==> src/rtl/iter_calculator_if.sv <==
// Request/result handshake bundle for iter_calculator.
// The master drives requests and result acceptance; the slave is the calculator.
interface iter_calculator_if #(
    parameter int WIDTH = 8
);
    logic             in_valid;
    logic             in_ready;
    logic [1:0]       op;
    logic [WIDTH-1:0] a;
    logic [WIDTH-1:0] b;
    logic             out_valid;
    logic             out_ready;
    logic [WIDTH-1:0] result;
    logic [WIDTH-1:0] aux;
    logic             dz;

    modport master (
        output in_valid, op, a, b, out_ready,
        input  in_ready, out_valid, result, aux, dz
    );

    modport slave (
        input  in_valid, op, a, b, out_ready,
        output in_ready, out_valid, result, aux, dz
    );
endinterface

==> src/rtl/iter_calculator.sv <==
// Multi-cycle unsigned calculator sharing one WIDTH-bit adder between
// add, subtract, shift-add multiply and restoring division.
module iter_calculator #(
    parameter int WIDTH = 8
) (
    input  logic               clk,
    input  logic               rst_n,
    iter_calculator_if.slave   bus
);

    localparam int CW = (WIDTH > 2) ? $clog2(WIDTH) : 1;
    localparam logic [CW-1:0] LAST = CW'(WIDTH - 1);

    localparam logic [1:0] OP_ADD = 2'd0;
    localparam logic [1:0] OP_SUB = 2'd1;
    localparam logic [1:0] OP_MUL = 2'd2;
    localparam logic [1:0] OP_DIV = 2'd3;

    typedef enum logic [1:0] {
        IDLE,
        CALC,
        DONE
    } state_t;

    state_t           state;
    logic             in_ready_q;
    logic             out_valid_q;
    logic [WIDTH-1:0] result_q;
    logic [WIDTH-1:0] aux_q;
    logic             dz_q;
    logic [CW-1:0]    cnt;
    logic [1:0]       op_q;
    logic [WIDTH-1:0] b_q;
    // hi is the upper product half or the partial remainder; lo holds the
    // multiplier or dividend and fills with low product / quotient bits.
    logic [WIDTH-1:0] hi;
    logic [WIDTH-1:0] lo;

    logic [WIDTH-1:0] add_a;
    logic [WIDTH-1:0] add_b;
    logic             add_cin;
    logic [WIDTH:0]   sum;
    logic [WIDTH:0]   shifted;
    logic [WIDTH:0]   mul_full;
    logic [WIDTH-1:0] mul_hi;
    logic [WIDTH-1:0] mul_lo;
    logic             div_ok;
    logic [WIDTH-1:0] div_hi;
    logic [WIDTH-1:0] div_lo;

    // Operand steering into the single shared adder.
    always_comb begin
        add_a   = '0;
        add_b   = '0;
        add_cin = 1'b0;
        shifted = {hi, lo[WIDTH-1]};
        case (op_q)
            OP_ADD: begin
                add_a = lo;
                add_b = b_q;
            end
            OP_SUB: begin
                add_a   = lo;
                add_b   = ~b_q;
                add_cin = 1'b1;
            end
            OP_MUL: begin
                add_a = hi;
                add_b = b_q;
            end
            default: begin
                add_a   = shifted[WIDTH-1:0];
                add_b   = ~b_q;
                add_cin = 1'b1;
            end
        endcase
        sum = {1'b0, add_a} + {1'b0, add_b} + (WIDTH+1)'(add_cin);
    end

    // Next-step values for one multiply or divide iteration.
    always_comb begin
        mul_full = lo[0] ? sum : {1'b0, hi};
        mul_hi   = mul_full[WIDTH:1];
        mul_lo   = {mul_full[0], lo[WIDTH-1:1]};
        div_ok   = shifted[WIDTH] | sum[WIDTH];
        div_hi   = div_ok ? sum[WIDTH-1:0] : shifted[WIDTH-1:0];
        div_lo   = {lo[WIDTH-2:0], div_ok};
    end

    // Control FSM with registered handshake and result outputs.
    always_ff @(posedge clk or negedge rst_n) begin
        if (!rst_n) begin
            state       <= IDLE;
            in_ready_q  <= 1'b0;
            out_valid_q <= 1'b0;
            result_q    <= '0;
            aux_q       <= '0;
            dz_q        <= 1'b0;
            cnt         <= '0;
            op_q        <= OP_ADD;
            b_q         <= '0;
            hi          <= '0;
            lo          <= '0;
        end else begin
            case (state)
                IDLE: begin
                    in_ready_q <= 1'b1;
                    if (bus.in_valid && in_ready_q) begin
                        op_q       <= bus.op;
                        b_q        <= bus.b;
                        lo         <= bus.a;
                        hi         <= '0;
                        cnt        <= '0;
                        in_ready_q <= 1'b0;
                        state      <= CALC;
                    end
                end
                CALC: begin
                    case (op_q)
                        OP_ADD: begin
                            result_q <= sum[WIDTH-1:0];
                            aux_q    <= {{(WIDTH-1){1'b0}}, sum[WIDTH]};
                            dz_q     <= 1'b0;
                            state    <= DONE;
                        end
                        OP_SUB: begin
                            result_q <= sum[WIDTH-1:0];
                            aux_q    <= {{(WIDTH-1){1'b0}}, ~sum[WIDTH]};
                            dz_q     <= 1'b0;
                            state    <= DONE;
                        end
                        OP_MUL: begin
                            hi  <= mul_hi;
                            lo  <= mul_lo;
                            cnt <= cnt + 1'b1;
                            if (cnt == LAST) begin
                                result_q <= mul_lo;
                                aux_q    <= mul_hi;
                                dz_q     <= 1'b0;
                                state    <= DONE;
                            end
                        end
                        default: begin
                            if (b_q == '0) begin
                                result_q <= '1;
                                aux_q    <= lo;
                                dz_q     <= 1'b1;
                                state    <= DONE;
                            end else begin
                                hi  <= div_hi;
                                lo  <= div_lo;
                                cnt <= cnt + 1'b1;
                                if (cnt == LAST) begin
                                    result_q <= div_lo;
                                    aux_q    <= div_hi;
                                    dz_q     <= 1'b0;
                                    state    <= DONE;
                                end
                            end
                        end
                    endcase
                end
                DONE: begin
                    if (!out_valid_q) begin
                        out_valid_q <= 1'b1;
                    end else if (bus.out_ready) begin
                        out_valid_q <= 1'b0;
                        in_ready_q  <= 1'b1;
                        state       <= IDLE;
                    end
                end
                default: begin
                    state <= IDLE;
                end
            endcase
        end
    end

    assign bus.in_ready  = in_ready_q;
    assign bus.out_valid = out_valid_q;
    assign bus.result    = result_q;
    assign bus.aux       = aux_q;
    assign bus.dz        = dz_q;

endmodule

==> src/flat_wrapper.sv <==
// flat-port wrapper written by rule: the top's interface ports become plain ports
module iter_calculator_flat 
#(
    parameter int WIDTH = 8
)
  (clk, rst_n, bus_in_valid, bus_op, bus_a, bus_b, bus_out_ready, bus_in_ready, bus_out_valid, bus_result, bus_aux, bus_dz);
  iter_calculator_if #(.WIDTH(WIDTH)) bus_i ();
  input  logic clk;
  input  logic rst_n;
  input wire logic [$bits(bus_i.in_valid)-1:0] bus_in_valid;
  input wire logic [$bits(bus_i.op)-1:0] bus_op;
  input wire logic [$bits(bus_i.a)-1:0] bus_a;
  input wire logic [$bits(bus_i.b)-1:0] bus_b;
  input wire logic [$bits(bus_i.out_ready)-1:0] bus_out_ready;
  output wire logic [$bits(bus_i.in_ready)-1:0] bus_in_ready;
  output wire logic [$bits(bus_i.out_valid)-1:0] bus_out_valid;
  output wire logic [$bits(bus_i.result)-1:0] bus_result;
  output wire logic [$bits(bus_i.aux)-1:0] bus_aux;
  output wire logic [$bits(bus_i.dz)-1:0] bus_dz;
  assign bus_i.in_valid = bus_in_valid;
  assign bus_i.op = bus_op;
  assign bus_i.a = bus_a;
  assign bus_i.b = bus_b;
  assign bus_i.out_ready = bus_out_ready;
  assign bus_in_ready = bus_i.in_ready;
  assign bus_out_valid = bus_i.out_valid;
  assign bus_result = bus_i.result;
  assign bus_aux = bus_i.aux;
  assign bus_dz = bus_i.dz;
  iter_calculator #(.WIDTH(WIDTH)) u_core (.clk(clk), .rst_n(rst_n), .bus(bus_i));
endmodule
==> config.mk <==
export PLATFORM = sky130hd
export DESIGN_NAME = iter_calculator_flat
export DESIGN_NICKNAME = d
export VERILOG_FILES = /design/src/rtl/iter_calculator_if.sv /design/src/rtl/iter_calculator.sv /design/src/flat_wrapper.sv
export SDC_FILE = /design/constraint.sdc
export NUM_CORES = 1
export LEC_CHECK = 0
export CORE_ASPECT_RATIO = 1.75
export CORE_MARGIN = 2
export CORE_UTILIZATION = 51
export CTS_CLUSTER_SIZE = 24
export DETAILED_ROUTE_END_ITERATION = 10
export GPL_TIMING_DRIVEN = 0
export HOLD_SLACK_MARGIN = 0.03
export PLACE_DENSITY_LB_ADDON = 0.12
export REMOVE_ABC_BUFFERS = 1
export SLEW_MARGIN = 0
export SYNTH_ARGS = -nofsm -noshare
export SYNTH_HDL_FRONTEND = slang
export SYNTH_SLANG_ARGS = --single-unit
export TNS_END_PERCENT = 5
==> constraint.sdc <==
create_clock -name clk -period 3.22 [get_ports clk]
set_input_delay 0.644 -clock clk [delete_from_list [all_inputs] [get_ports clk]]
set_output_delay 0.644 -clock clk [all_outputs]
set_load 0.02 [all_outputs]
==> out/qor.log, run 1 <==
qor: yosys.synth_edf_count 0
qor: yosys.yosysSeqAreaShare 0.3621
qor: setup_path.cp_data_arrival_time 3.42 ns
qor: die.boundaryPins 41
qor: sta.timing.final.hold_violations 0
qor: outcome.run_status finished with violations
qor: grt.first_global_vias 3149
qor: layout.final_nets 471
qor: setup_path.worst_ep_required_time 3.40 ns
qor: flow_run.drv_cap 0
qor: yosys.synth.avg_cell_area 8.449 µm²
qor: placement.dp_hpwl 6869 µm
qor: layout.final_core_utilization 0.6313
qor: sta.max_clk_rate 308.3 MHz
qor: clock_tree.cts-root-buf sky130_fd_sc_hd__clkbuf_16
qor: sta.finalMaxSlewViolations 0
qor: detailed_routing.met2RoutedLength 5322 µm
qor: detailed_routing.viasPerCell 6.123
qor: clock_tree.clkTransAtPathRegs 0.07 ns
qor: layout.fin_area 4128 µm²
qor: setup_path.crit_path_max_fanout 10
qor: yosys.yosysWarningCount 0
qor: detailed_routing.top_signal_layer_used met4
qor: layout.antenna_fix_cells 0
qor: sta.final-setup-viol-count 1
qor: die.floorplan.initialDensity 0.5285
qor: sta.slew-limit-headroom 0.3830
qor: setup_path.worstReg2RegEnd u_core.bus.aux[5]$_DFFE_PN0P_
qor: detailed_routing.drtAntennaViolNets 0
qor: grt.antenna_found_initial 0
qor: setup_path.endpoint_kind flip-flop
qor: die.std_cell_rows 39
qor: detailed_routing.via_count 3196
qor: detailed_routing.drcViolationCount 0
qor: layout.final_layout_size_suffix_gt1_frac 0.09773
qor: placement.buffer_ports.inserted 40
qor: layout.fillers 596
qor: clock_tree.clock_latency_of_the_later_clocked_register_in_the_worst_skew_pair 0.29 ns
qor: setup_path.start_kind flip-flop
qor: setup_path.worst_r2r_startpoint u_core.op_q[0]$_DFFE_PN0P_
qor: detailed_routing.drt-wirelength-per-cell 19.67 µm
qor: sta.finalClockSkew 0.003991 ns
qor: clock_tree.numCtsBuffers 5
qor: yosys.synth_cells 409
qor: sta.timing.final.ws_setup -0.02386 ns
qor: placement.gp_routability_congestion 0.8854
qor: die.placeable_area 6539 µm²
qor: clock_tree.cts_tree done
qor: clock_tree.h-tree-depth 2
qor: setup_path.critical_path_class reg -> reg
qor: hold_path.holdCritPathClass in -> async
qor: grt.grt_pass1_wl 16460 µm
qor: grt.grt.overflow.total 0
qor: yosys.ys_seq_elements 50
qor: die.dieWidth 66.23 µm
qor: yosys.syn-cell-area 3456 µm²
qor: layout.area_growth_syn_to_layout 19.44%
qor: outcome.violations setup timing
qor: sta.rsz0062_at_grt yes
qor: sta.post-route-period-util 1.007
qor: yosys.synth.distinct_cells 65
qor: detailed_routing.1st_pass_router_iterations 4
qor: detailed_routing.wirelength_met1 3967 µm
qor: yosys.synth_ff_type sky130_fd_sc_hd__dfrtp_1
qor: setup_path.reg2regPathDepth 11
qor: detailed_routing.dr.first_iter.drc_count 320
qor: detailed_routing.postRouteWirelength 10270 µm
qor: sta.worst_slew_pin_slew 0.9236 ns
qor: grt.grt_max_degree 29
qor: clock_tree.cts_hold_buf 0
qor: yosys.synth_async_sr_flop_share 1.000
qor: die.die_area 7476 µm²
qor: placement.place_area 3865 µm²
qor: grt.track_usage 0.2907
qor: detailed_routing.met3RoutedLength 585 µm
qor: die.die_y 112.9 µm
qor: sta.finalWorstPathRequiredPeriod 3.244 ns
qor: clock_tree.deepest_clock_path_buffer_count 2
qor: setup_path.reg2reg_slack -0.02 ns
qor: clock_tree.cts_num_sinks 50
[worst max-delay path: stages, from the launching register on]
cell	delay, ns
sky130_fd_sc_hd__dfrtp_4	0.54
sky130_fd_sc_hd__buf_12	0.16
sky130_fd_sc_hd__mux2i_1	0.11
sky130_fd_sc_hd__a21oi_1	0.21
sky130_fd_sc_hd__ha_1	0.32
sky130_fd_sc_hd__o21ai_0	0.26
sky130_fd_sc_hd__nor2_1	0.12
sky130_fd_sc_hd__o32ai_4	0.57
sky130_fd_sc_hd__inv_4	0.13
sky130_fd_sc_hd__mux2i_1	0.32
sky130_fd_sc_hd__o21bai_1	0.12
sky130_fd_sc_hd__mux2_2	0.27
[through the flow]
step,setup TNS (ns),hold WS [ns],std cells,setup WS (ns)
after floorplan,-5.835,0.3484,385,-0.5368
after global placement,-28.59,0.4665,507,-1.420
after detailed placement,-14.55,0.4754,508,-0.9849
after CTS,0,0.3470,521,0.01242
after global routing,-0.03941,0.3825,522,-0.03779
final,-0.02386,0.3263,522,-0.02386
[metal layers]
metal	vias up	track usage
met4	0	0.1279
met3	29	0.04175
li1	1528	-
met5	-	0
met2	128	0.4907
met1	1511	0.3615
[worst max-delay path by stage]
| stage | start | slack, ns | end |
|---|---|---|---|
| 2_1_floorplan | u_core.op_q[0]$_DFFE_PN0P_ | -0.54 | u_core.hi[6]$_DFFE_PN0P_ |
| 3_3_place_gp | u_core.op_q[0]$_DFFE_PN0P_ | -1.42 | u_core.bus.aux[5]$_DFFE_PN0P_ |
| 3_5_place_dp | u_core.op_q[1]$_DFFE_PN0P_ | -0.98 | u_core.bus.aux[5]$_DFFE_PN0P_ |
| 4_1_cts | u_core.op_q[1]$_DFFE_PN0P_ | 0.01 | u_core.bus.aux[5]$_DFFE_PN0P_ |
| 5_1_grt | u_core.op_q[0]$_DFFE_PN0P_ | -0.04 | u_core.bus.aux[5]$_DFFE_PN0P_ |
| 6_report | u_core.op_q[0]$_DFFE_PN0P_ | -0.02 | u_core.bus.aux[5]$_DFFE_PN0P_ |
[flip-flops by register name (all words and copies together), names as in the netlist]
register,cells
u_core.bus.dz,1
u_core.op_q,2
u_core.bus.aux,8
u_core.cnt,3
u_core.b_q,8
u_core.bus.result,8
u_core.lo,8
u_core.bus.out_valid,1
u_core.state,2
u_core.bus.in_ready,1
u_core.hi,8
[placed cells by master (no fill, tap or decap), types with 3 or more instances in the layout]
cell type	synthesis	routed
sky130_fd_sc_hd__dfrtp_1	50	47
sky130_fd_sc_hd__a21oi_1	29	28
sky130_fd_sc_hd__nor2b_1	3	3
sky130_fd_sc_hd__o21ai_0	12	12
sky130_fd_sc_hd__nand3_1	13	13
sky130_fd_sc_hd__nor2_1	47	47
sky130_fd_sc_hd__mux2i_1	22	22
sky130_fd_sc_hd__clkbuf_16	0	5
sky130_fd_sc_hd__clkdlybuf4s50_1	0	39
sky130_fd_sc_hd__o211ai_1	4	4
sky130_fd_sc_hd__nand2_1	70	69
sky130_fd_sc_hd__a31oi_1	3	3
sky130_fd_sc_hd__a22oi_1	7	7
sky130_fd_sc_hd__o21ai_1	20	19
sky130_fd_sc_hd__a221o_1	6	6
sky130_fd_sc_hd__o221ai_1	5	5
sky130_fd_sc_hd__nor3_1	6	6
sky130_fd_sc_hd__xnor2_1	4	4
sky130_fd_sc_hd__mux2_2	4	4
sky130_fd_sc_hd__xor2_1	11	10
sky130_fd_sc_hd__ha_1	9	8
sky130_fd_sc_hd__inv_1	7	7
[cells by family after synthesis]
logic type | synth area share
AO/OA/AOI/OAI | 0.2350
XOR/XNOR | 0.03801
adder cells (fa/ha/maj) | 0.03838
buffers and inverters | 0.04236
flip-flops | 0.3621
multiplexers | 0.08110
AND/OR/NAND/NOR | 0.2031
[timing repair]
action,CTS,global route
pin swaps,0,0
setup endpoints to repair,25,7
gates resized for setup,8,4
buffers inserted,5,1
[final cells by class]
cell class	instances	area [µm²]	area share
Timing Repair Buffer	47	495.5	0.1200
Sequential cell	50	1260	0.3052
Clock buffer	7	132.6	0.03213
Clock inverter	1	7.507	0.001819
Inverter	9	36.28	0.008791
Tap cell	82	102.6	0.02486
Multi-Input combinational cell	326	2093	0.5071
[synthesized netlist by cell type, types with 3 or more instances]
master,number,area share
sky130_fd_sc_hd__nand2_1,70,0.076
sky130_fd_sc_hd__dfrtp_1,50,0.36
sky130_fd_sc_hd__nor2_1,47,0.051
sky130_fd_sc_hd__a21oi_1,29,0.042
sky130_fd_sc_hd__mux2i_1,22,0.064
sky130_fd_sc_hd__o21ai_1,20,0.029
sky130_fd_sc_hd__clkbuf_1,13,0.014
sky130_fd_sc_hd__nand3_1,13,0.019
sky130_fd_sc_hd__o21ai_0,12,0.017
sky130_fd_sc_hd__xor2_1,11,0.028
sky130_fd_sc_hd__ha_1,9,0.033
sky130_fd_sc_hd__a22oi_1,7,0.015
sky130_fd_sc_hd__inv_1,7,0.0076
sky130_fd_sc_hd__a221o_1,6,0.017
sky130_fd_sc_hd__nor3_1,6,0.0087
sky130_fd_sc_hd__buf_1,5,0.0054
sky130_fd_sc_hd__o221ai_1,5,0.013
sky130_fd_sc_hd__buf_2,4,0.0058
sky130_fd_sc_hd__mux2_2,4,0.013
sky130_fd_sc_hd__o211ai_1,4,0.0087
sky130_fd_sc_hd__xnor2_1,4,0.010
sky130_fd_sc_hd__a31oi_1,3,0.0054
sky130_fd_sc_hd__nand2b_1,3,0.0054
sky130_fd_sc_hd__nor2b_1,3,0.0054
Power of run 1 is not shown: default switching activity piles up to over one toggle a cycle in this logic, so the estimate is an artifact.
==> inputs of run 2 (changes only) <==
--- a/config.mk
+++ b/config.mk
@@ -10,9 +10,10 @@
 export CORE_UTILIZATION = 51
 export CTS_CLUSTER_SIZE = 24
 export DETAILED_ROUTE_END_ITERATION = 10
+export GPL_ROUTABILITY_DRIVEN = 0
 export GPL_TIMING_DRIVEN = 0
 export HOLD_SLACK_MARGIN = 0.03
-export PLACE_DENSITY_LB_ADDON = 0.12
+export PLACE_DENSITY = 0.77
 export REMOVE_ABC_BUFFERS = 1
 export SLEW_MARGIN = 0
 export SYNTH_ARGS = -nofsm -noshare
==> out/qor.log, run 2 (synthesis gave the netlist of run 1 again) <==
qor: die.die_area 7476 µm² [unchanged]
qor: setup_path.critical_path.slowest_cell sky130_fd_sc_hd__dfrtp_4
qor: setup_path.worst_path_largest_cell_delay 0.54 ns [-0.03 ns]
qor: placement.dp_hpwl 6579 µm [-4.2%]
qor: layout.antenna_fix_cells 0 [unchanged]
qor: placement.post-place-cells 508 [unchanged]
qor: detailed_routing.met3RoutedLength 670 µm [+15%]
qor: grt.antenna_found_initial 0 [unchanged]
qor: detailed_routing.met2RoutedLength 4945 µm [-7.1%]
qor: detailed_routing.postRouteWirelength 9954 µm [-3.0%]
qor: sta.worst_slew_pin_slew 0.9868 ns [+0.06327 ns]
qor: sta.finalMaxSlewViolations 0 [unchanged]
qor: grt.grt_max_degree 40 [+38%]
qor: sta.post-route-period-util 0.9551 [-0.05229]
qor: sta.finalWorstPathRequiredPeriod 3.076 ns [-0.1684 ns]
qor: setup_path.critPathBufInv 3 [+1]
qor: setup_path.worst_ep_required_time 3.40 ns [about the same]
qor: setup_path.critical_path.top_delay_family compound AO/OA/AOI/OAI gates
qor: clock_tree.clkTransAtPathRegs 0.06 ns [about the same]
qor: sta.final-setup-viol-count 0 [-1]
qor: die.floorplan.initialDensity 0.5285 [unchanged]
qor: setup_path.crit_path_max_fanout 12 [+2]
qor: clock_tree.cts_num_sinks 50 [unchanged]
qor: clock_tree.deepest_clock_path_buffer_count 2 [unchanged]
qor: detailed_routing.top_signal_layer_used met4
qor: setup_path.start_kind flip-flop
qor: detailed_routing.via_count 3378 [+5.7%]
qor: setup_path.path_cells buf_6 -> nor2_1 -> a21oi_1 -> inv_1 -> fa_1 -> nand2b_1 -> a21oi_4 -> o32ai_4 -> inv_4 -> mux2i_2 -> o21bai_1 -> mux2_2
qor: setup_path.endpoint_kind flip-flop
qor: die.boundaryPins 41 [unchanged]
qor: detailed_routing.drt-wirelength-per-cell 18.92 µm [-3.8%]
qor: die.placeable_area 6539 µm² [unchanged]
qor: layout.fillers 574 [-3.7%]
qor: sta.finalClockSkew 0.006618 ns [+0.002627 ns]
qor: grt.first_global_vias 3283 [+4.3%]
qor: sta.slew-limit-headroom 0.3408 [-0.04227]
qor: detailed_routing.drcViolationCount 0 [unchanged]
qor: sta.fin_worst_hold_slack 0.2299 ns [-0.09641 ns]
qor: clock_tree.clock_latency_of_the_later_clocked_register_in_the_worst_skew_pair 0.30 ns [about the same]
qor: grt.track_usage 0.2794 [-0.01134]
qor: layout.fin_area 4179 µm² [+1.2%]
qor: flow_run.drv_cap 0 [unchanged]
qor: layout.final_cells 526 [+0.77%]
qor: detailed_routing.dr.first_iter.drc_count 238 [-26%]
qor: layout.area_growth_syn_to_layout 20.93%
qor: setup_path.critical_path_class reg -> reg
qor: detailed_routing.1st_pass_router_iterations 5 [+1]
qor: layout.most_common_library_cell_in_the_layout_ignoring_fill_and_taps sky130_fd_sc_hd__nand2_1
qor: hold_path.holdCritPathClass in -> async
qor: grt.grt_pass1_wl 16100 µm [-2.1%]
qor: layout.final_layout_size_suffix_gt1_frac 0.1081 [+0.01038]
qor: die.die_y 112.9 µm [unchanged]
qor: outcome.run_status finished clean
qor: setup_path.cp_data_arrival_time 3.26 ns [-0.16 ns]
qor: detailed_routing.wirelength_met1 3765 µm [-5.1%]
qor: placement.buffer_ports.inserted 40 [unchanged]
qor: layout.final_nets 476 [+1.1%]
qor: layout.final_core_utilization 0.6391 [+0.007845]
qor: clock_tree.h-tree-depth 2 [unchanged]
qor: placement.place_area 3865 µm² [unchanged]
qor: grt.grt.overflow.total 0 [unchanged]
qor: die.std_cell_rows 39 [unchanged]
qor: clock_tree.cts_tree done
qor: detailed_routing.viasPerCell 6.422 [+4.9%]
qor: layout.layout.cells.most_common_list sky130_fd_sc_hd__nand2_1 (69), sky130_fd_sc_hd__nor2_1 (47), sky130_fd_sc_hd__dfrtp_1 (47)
qor: clock_tree.cts-root-buf sky130_fd_sc_hd__clkbuf_16
qor: sta.timing.final.hold_violations 0 [unchanged]
qor: detailed_routing.drtAntennaViolNets 0 [unchanged]
qor: clock_tree.cts_hold_buf 0 [unchanged]
qor: die.dieWidth 66.23 µm [unchanged]
qor: clock_tree.numCtsBuffers 5 [unchanged]
qor: sta.max_clk_rate 325.2 MHz [+5.5%]
run 2: per-layer routing:
layer	vias up	track usage
li1	1544	-
met1	1604	0.3372
met2	175	0.4627
met3	55	0.04175
met4	0	0.1605
met5	-	0
run 2: layout make-up:
type,instances,area (µm²),area share
Multi-Input combinational cell,326,2087,0.4994
Tap cell,82,102.6,0.02455
Clock inverter,2,38.79,0.009281
Clock buffer,5,125.1,0.02994
Inverter,9,36.28,0.008683
Timing Repair Buffer,52,529.3,0.1266
Sequential cell,50,1260,0.3015
run 2: path summary, 6_finish.rpt:
| kind | from | endpoint | slack (ns) | cells past startpoint |
|---|---|---|---|---|
| worst max-delay path | u_core.op_q[1]$_DFFE_PN0P_ | u_core.bus.aux[5]$_DFFE_PN0P_ | 0.14 | 12 |
| worst min-delay path | rst_n | u_core.b_q[0]$_DFFE_PN0P_ | 0.23 | 1 |
| worst max register to register | u_core.op_q[1]$_DFFE_PN0P_ | u_core.bus.aux[5]$_DFFE_PN0P_ | 0.14 | 12 |
| worst min register to register | u_core.bus.result[4]$_DFFE_PN0P_ | u_core.bus.result[4]$_DFFE_PN0P_ | 0.49 | 2 |
| max in group asynchronous | rst_n | u_core.lo[0]$_DFFE_PN0P_ | 2.48 | 2 |
| min in group clk | u_core.bus.result[4]$_DFFE_PN0P_ | u_core.bus.result[4]$_DFFE_PN0P_ | 0.49 | 2 |
run 2: per-stage QoR:
step,worst slack (ns),TNS [ns]
after floorplan,-0.5368,-5.835
after global placement,-1.404,-22.07
after detailed placement,-0.9642,-13.18
after CTS,0.02402,0
after global routing,-0.002481,-0.002481
final,0.1445,0
run 2: what timing repair did:
| item | 4_1_cts | 5_1_grt |
|---|---|---|
| pin swaps | 0 | 1 |
| gates resized for setup | 9 | 2 |
| setup endpoints to repair | 24 | 3 |
| setup buffers | 3 | 8 |
Power of run 2 is left out for the same reason.
==> inputs of run 3 (changes only) <==
--- a/config.mk
+++ b/config.mk
@@ -6,7 +6,7 @@
 export NUM_CORES = 1
 export LEC_CHECK = 0
 export CORE_ASPECT_RATIO = 1.75
-export CORE_MARGIN = 2
+export CORE_MARGIN = 5
 export CORE_UTILIZATION = 51
 export CTS_CLUSTER_SIZE = 24
 export DETAILED_ROUTE_END_ITERATION = 10
==> out/qor.log, run 3 (synthesis gave the netlist of run 1 again) <==
qor: setup_path.worst_r2r_startpoint u_core.op_q[0]$_DFFE_PN0P_
qor: grt.track_usage 0.2326 [-0.04677]
qor: sta.timing.final.hold_violations 0 [unchanged]
qor: placement.dp_hpwl 6604 µm [+0.38%]
qor: sta.finalWorstPathRequiredPeriod 3.194 ns [+0.1186 ns]
qor: layout.final_layout_size_suffix_gt1_frac 0.09932 [-0.008785]
qor: clock_tree.cts-root-buf sky130_fd_sc_hd__clkbuf_16
qor: grt.first_global_vias 3182 [-3.1%]
qor: clock_tree.h-tree-depth 2 [unchanged]
qor: setup_path.worst_ep_required_time 3.40 ns [about the same]
qor: clock_tree.cts_num_sinks 50 [unchanged]
qor: hold_path.holdCritPathClass in -> async
qor: setup_path.crit_path_max_fanout 10 [-2]
qor: grt.grt.overflow.total 0 [unchanged]
qor: detailed_routing.via_count 3344 [-1.0%]
qor: detailed_routing.dr.first_iter.drc_count 329 [+38%]
qor: setup_path.start_kind flip-flop
qor: setup_path.reg2reg_slack 0.03 ns [-0.12 ns]
qor: placement.buffer_ports.inserted 40 [unchanged]
qor: clock_tree.numCtsBuffers 5 [unchanged]
qor: clock_tree.deepest_clock_path_buffer_count 2 [unchanged]
qor: setup_path.critical_path_class reg -> reg
qor: setup_path.endpoint_kind flip-flop
qor: setup_path.worstReg2RegEnd u_core.bus.aux[5]$_DFFE_PN0P_
qor: die.std_cell_rows 39 [unchanged]
qor: die.placeable_area 6588 µm² [+0.75%]
qor: sta.totalNegativeSetupSlack 0 ns [unchanged]
qor: clock_tree.clock_latency_of_the_later_clocked_register_in_the_worst_skew_pair 0.29 ns [about the same]
qor: setup_path.setup.worst_path.start u_core.op_q[0]$_DFFE_PN0P_
qor: sta.finalClockSkew 0.002684 ns [-0.003935 ns]
qor: grt.grt_pass1_wl 15750 µm [-2.2%]
qor: layout.antenna_fix_cells 0 [unchanged]
qor: detailed_routing.viasPerCell 6.370 [-0.82%]
qor: flow_run.drv_cap 0 [unchanged]
qor: grt.grt_max_degree 40 [unchanged]
qor: clock_tree.cts_tree done
qor: detailed_routing.drt-wirelength-per-cell 18.78 µm [-0.76%]
qor: setup_path.reg2regPathDepth 11 [-1]
qor: sta.final-setup-viol-count 0 [unchanged]
qor: die.dieWidth 72.23 µm [+9.1%]
qor: clock_tree.cts_hold_buf 0 [unchanged]
qor: sta.worst_slew_pin_slew 0.9359 ns [-0.05092 ns]
qor: detailed_routing.drcViolationCount 0 [unchanged]
qor: layout.layout.cells.most_common_list sky130_fd_sc_hd__nand2_1 (69), sky130_fd_sc_hd__nor2_1 (47), sky130_fd_sc_hd__dfrtp_1 (47)
qor: sta.slew-limit-headroom 0.3748 [+0.03402]
qor: layout.fillers 584 [+1.7%]
qor: detailed_routing.postRouteWirelength 9860 µm [-0.94%]
qor: sta.post-route-period-util 0.9920 [+0.03684]
qor: die.floorplan.initialDensity 0.5246 [-0.003915]
qor: sta.max_clk_rate 313.1 MHz [-3.7%]
qor: outcome.run_status finished clean
qor: layout.area_growth_syn_to_layout 19.70%
qor: grt.antenna_found_initial 0 [unchanged]
qor: detailed_routing.1st_pass_router_iterations 5 [unchanged]
qor: die.boundaryPins 41 [unchanged]
qor: die.die_area 8587 µm² [+15%]
qor: setup_path.cp_data_arrival_time 3.37 ns [+0.11 ns]
qor: layout.most_common_library_cell_in_the_layout_ignoring_fill_and_taps sky130_fd_sc_hd__nand2_1
qor: die.die_y 118.9 µm [+5.3%]
qor: detailed_routing.drtAntennaViolNets 0 [unchanged]
qor: clock_tree.clkTransAtPathRegs 0.07 ns [about the same]
qor: layout.final_nets 474 [-0.42%]
qor: sta.finalMaxSlewViolations 0 [unchanged]
## run 3: how the worst max path moves through the flow
stage,cells past startpoint,end
floorplan,11,u_core.hi[6]$_DFFE_PN0P_
global placement,11,u_core.bus.aux[5]$_DFFE_PN0P_
detailed placement,11,u_core.bus.aux[5]$_DFFE_PN0P_
CTS,11,u_core.bus.aux[5]$_DFFE_PN0P_
global route,11,u_core.bus.aux[5]$_DFFE_PN0P_
finish,11,u_core.bus.aux[5]$_DFFE_PN0P_
## run 3: cell type report
cell class / instances / area (µm²) / share of cell area
tap: 82 / 102.6 / 0.02480
multi-input combinational: 326 / 2072 / 0.5009
clock inverter: 1 / 8.758 / 0.002117
timing repair buffer: 50 / 514.2 / 0.1243
clock buffer: 7 / 142.6 / 0.03448
inverter: 9 / 36.28 / 0.008772
sequential: 50 / 1260 / 0.3046
## run 3: layer usage
layer	wire, µm	track usage
met1	3769	0.2805
met2	4954	0.3870
met3	622	0.03373
met4	514	0.1318
met5	0	0
## run 3: worst max-delay path, cell delays in order (launching register included)
cell	delay, ns
sky130_fd_sc_hd__dfrtp_4	0.54
sky130_fd_sc_hd__buf_12	0.16
sky130_fd_sc_hd__mux2i_1	0.11
sky130_fd_sc_hd__a21oi_1	0.18
sky130_fd_sc_hd__ha_1	0.32
sky130_fd_sc_hd__o21ai_1	0.40
sky130_fd_sc_hd__a21oi_2	0.11
sky130_fd_sc_hd__o32ai_4	0.38
sky130_fd_sc_hd__inv_4	0.12
sky130_fd_sc_hd__mux2i_1	0.33
sky130_fd_sc_hd__o21bai_1	0.14
sky130_fd_sc_hd__mux2_2	0.28
## run 3: timing repair
item	CTS	global route
pin swaps	0	0
cloned	0	0
buffers inserted	3	6
endpoints found under the hold margin	0	0
endpoints found under the setup margin	22	5
resized for setup	5	3
## run 3: stage by stage
stage	instances	area [µm²]	setup slack, ns	utilization	hold slack, ns
4_1_cts	519	4066	0.02935	0.6173	0.2361
6_report	525	4136	0.02589	0.6279	0.2336
2_1_floorplan	385	3346	-0.5368	-	0.3484
5_1_grt	525	4136	-0.003253	0.6279	0.2583
3_3_place_gp	507	3849	-1.264	0.5842	0.4684
3_5_place_dp	508	3865	-0.8186	0.5867	0.4697
Power of run 3 is left out for the same reason.
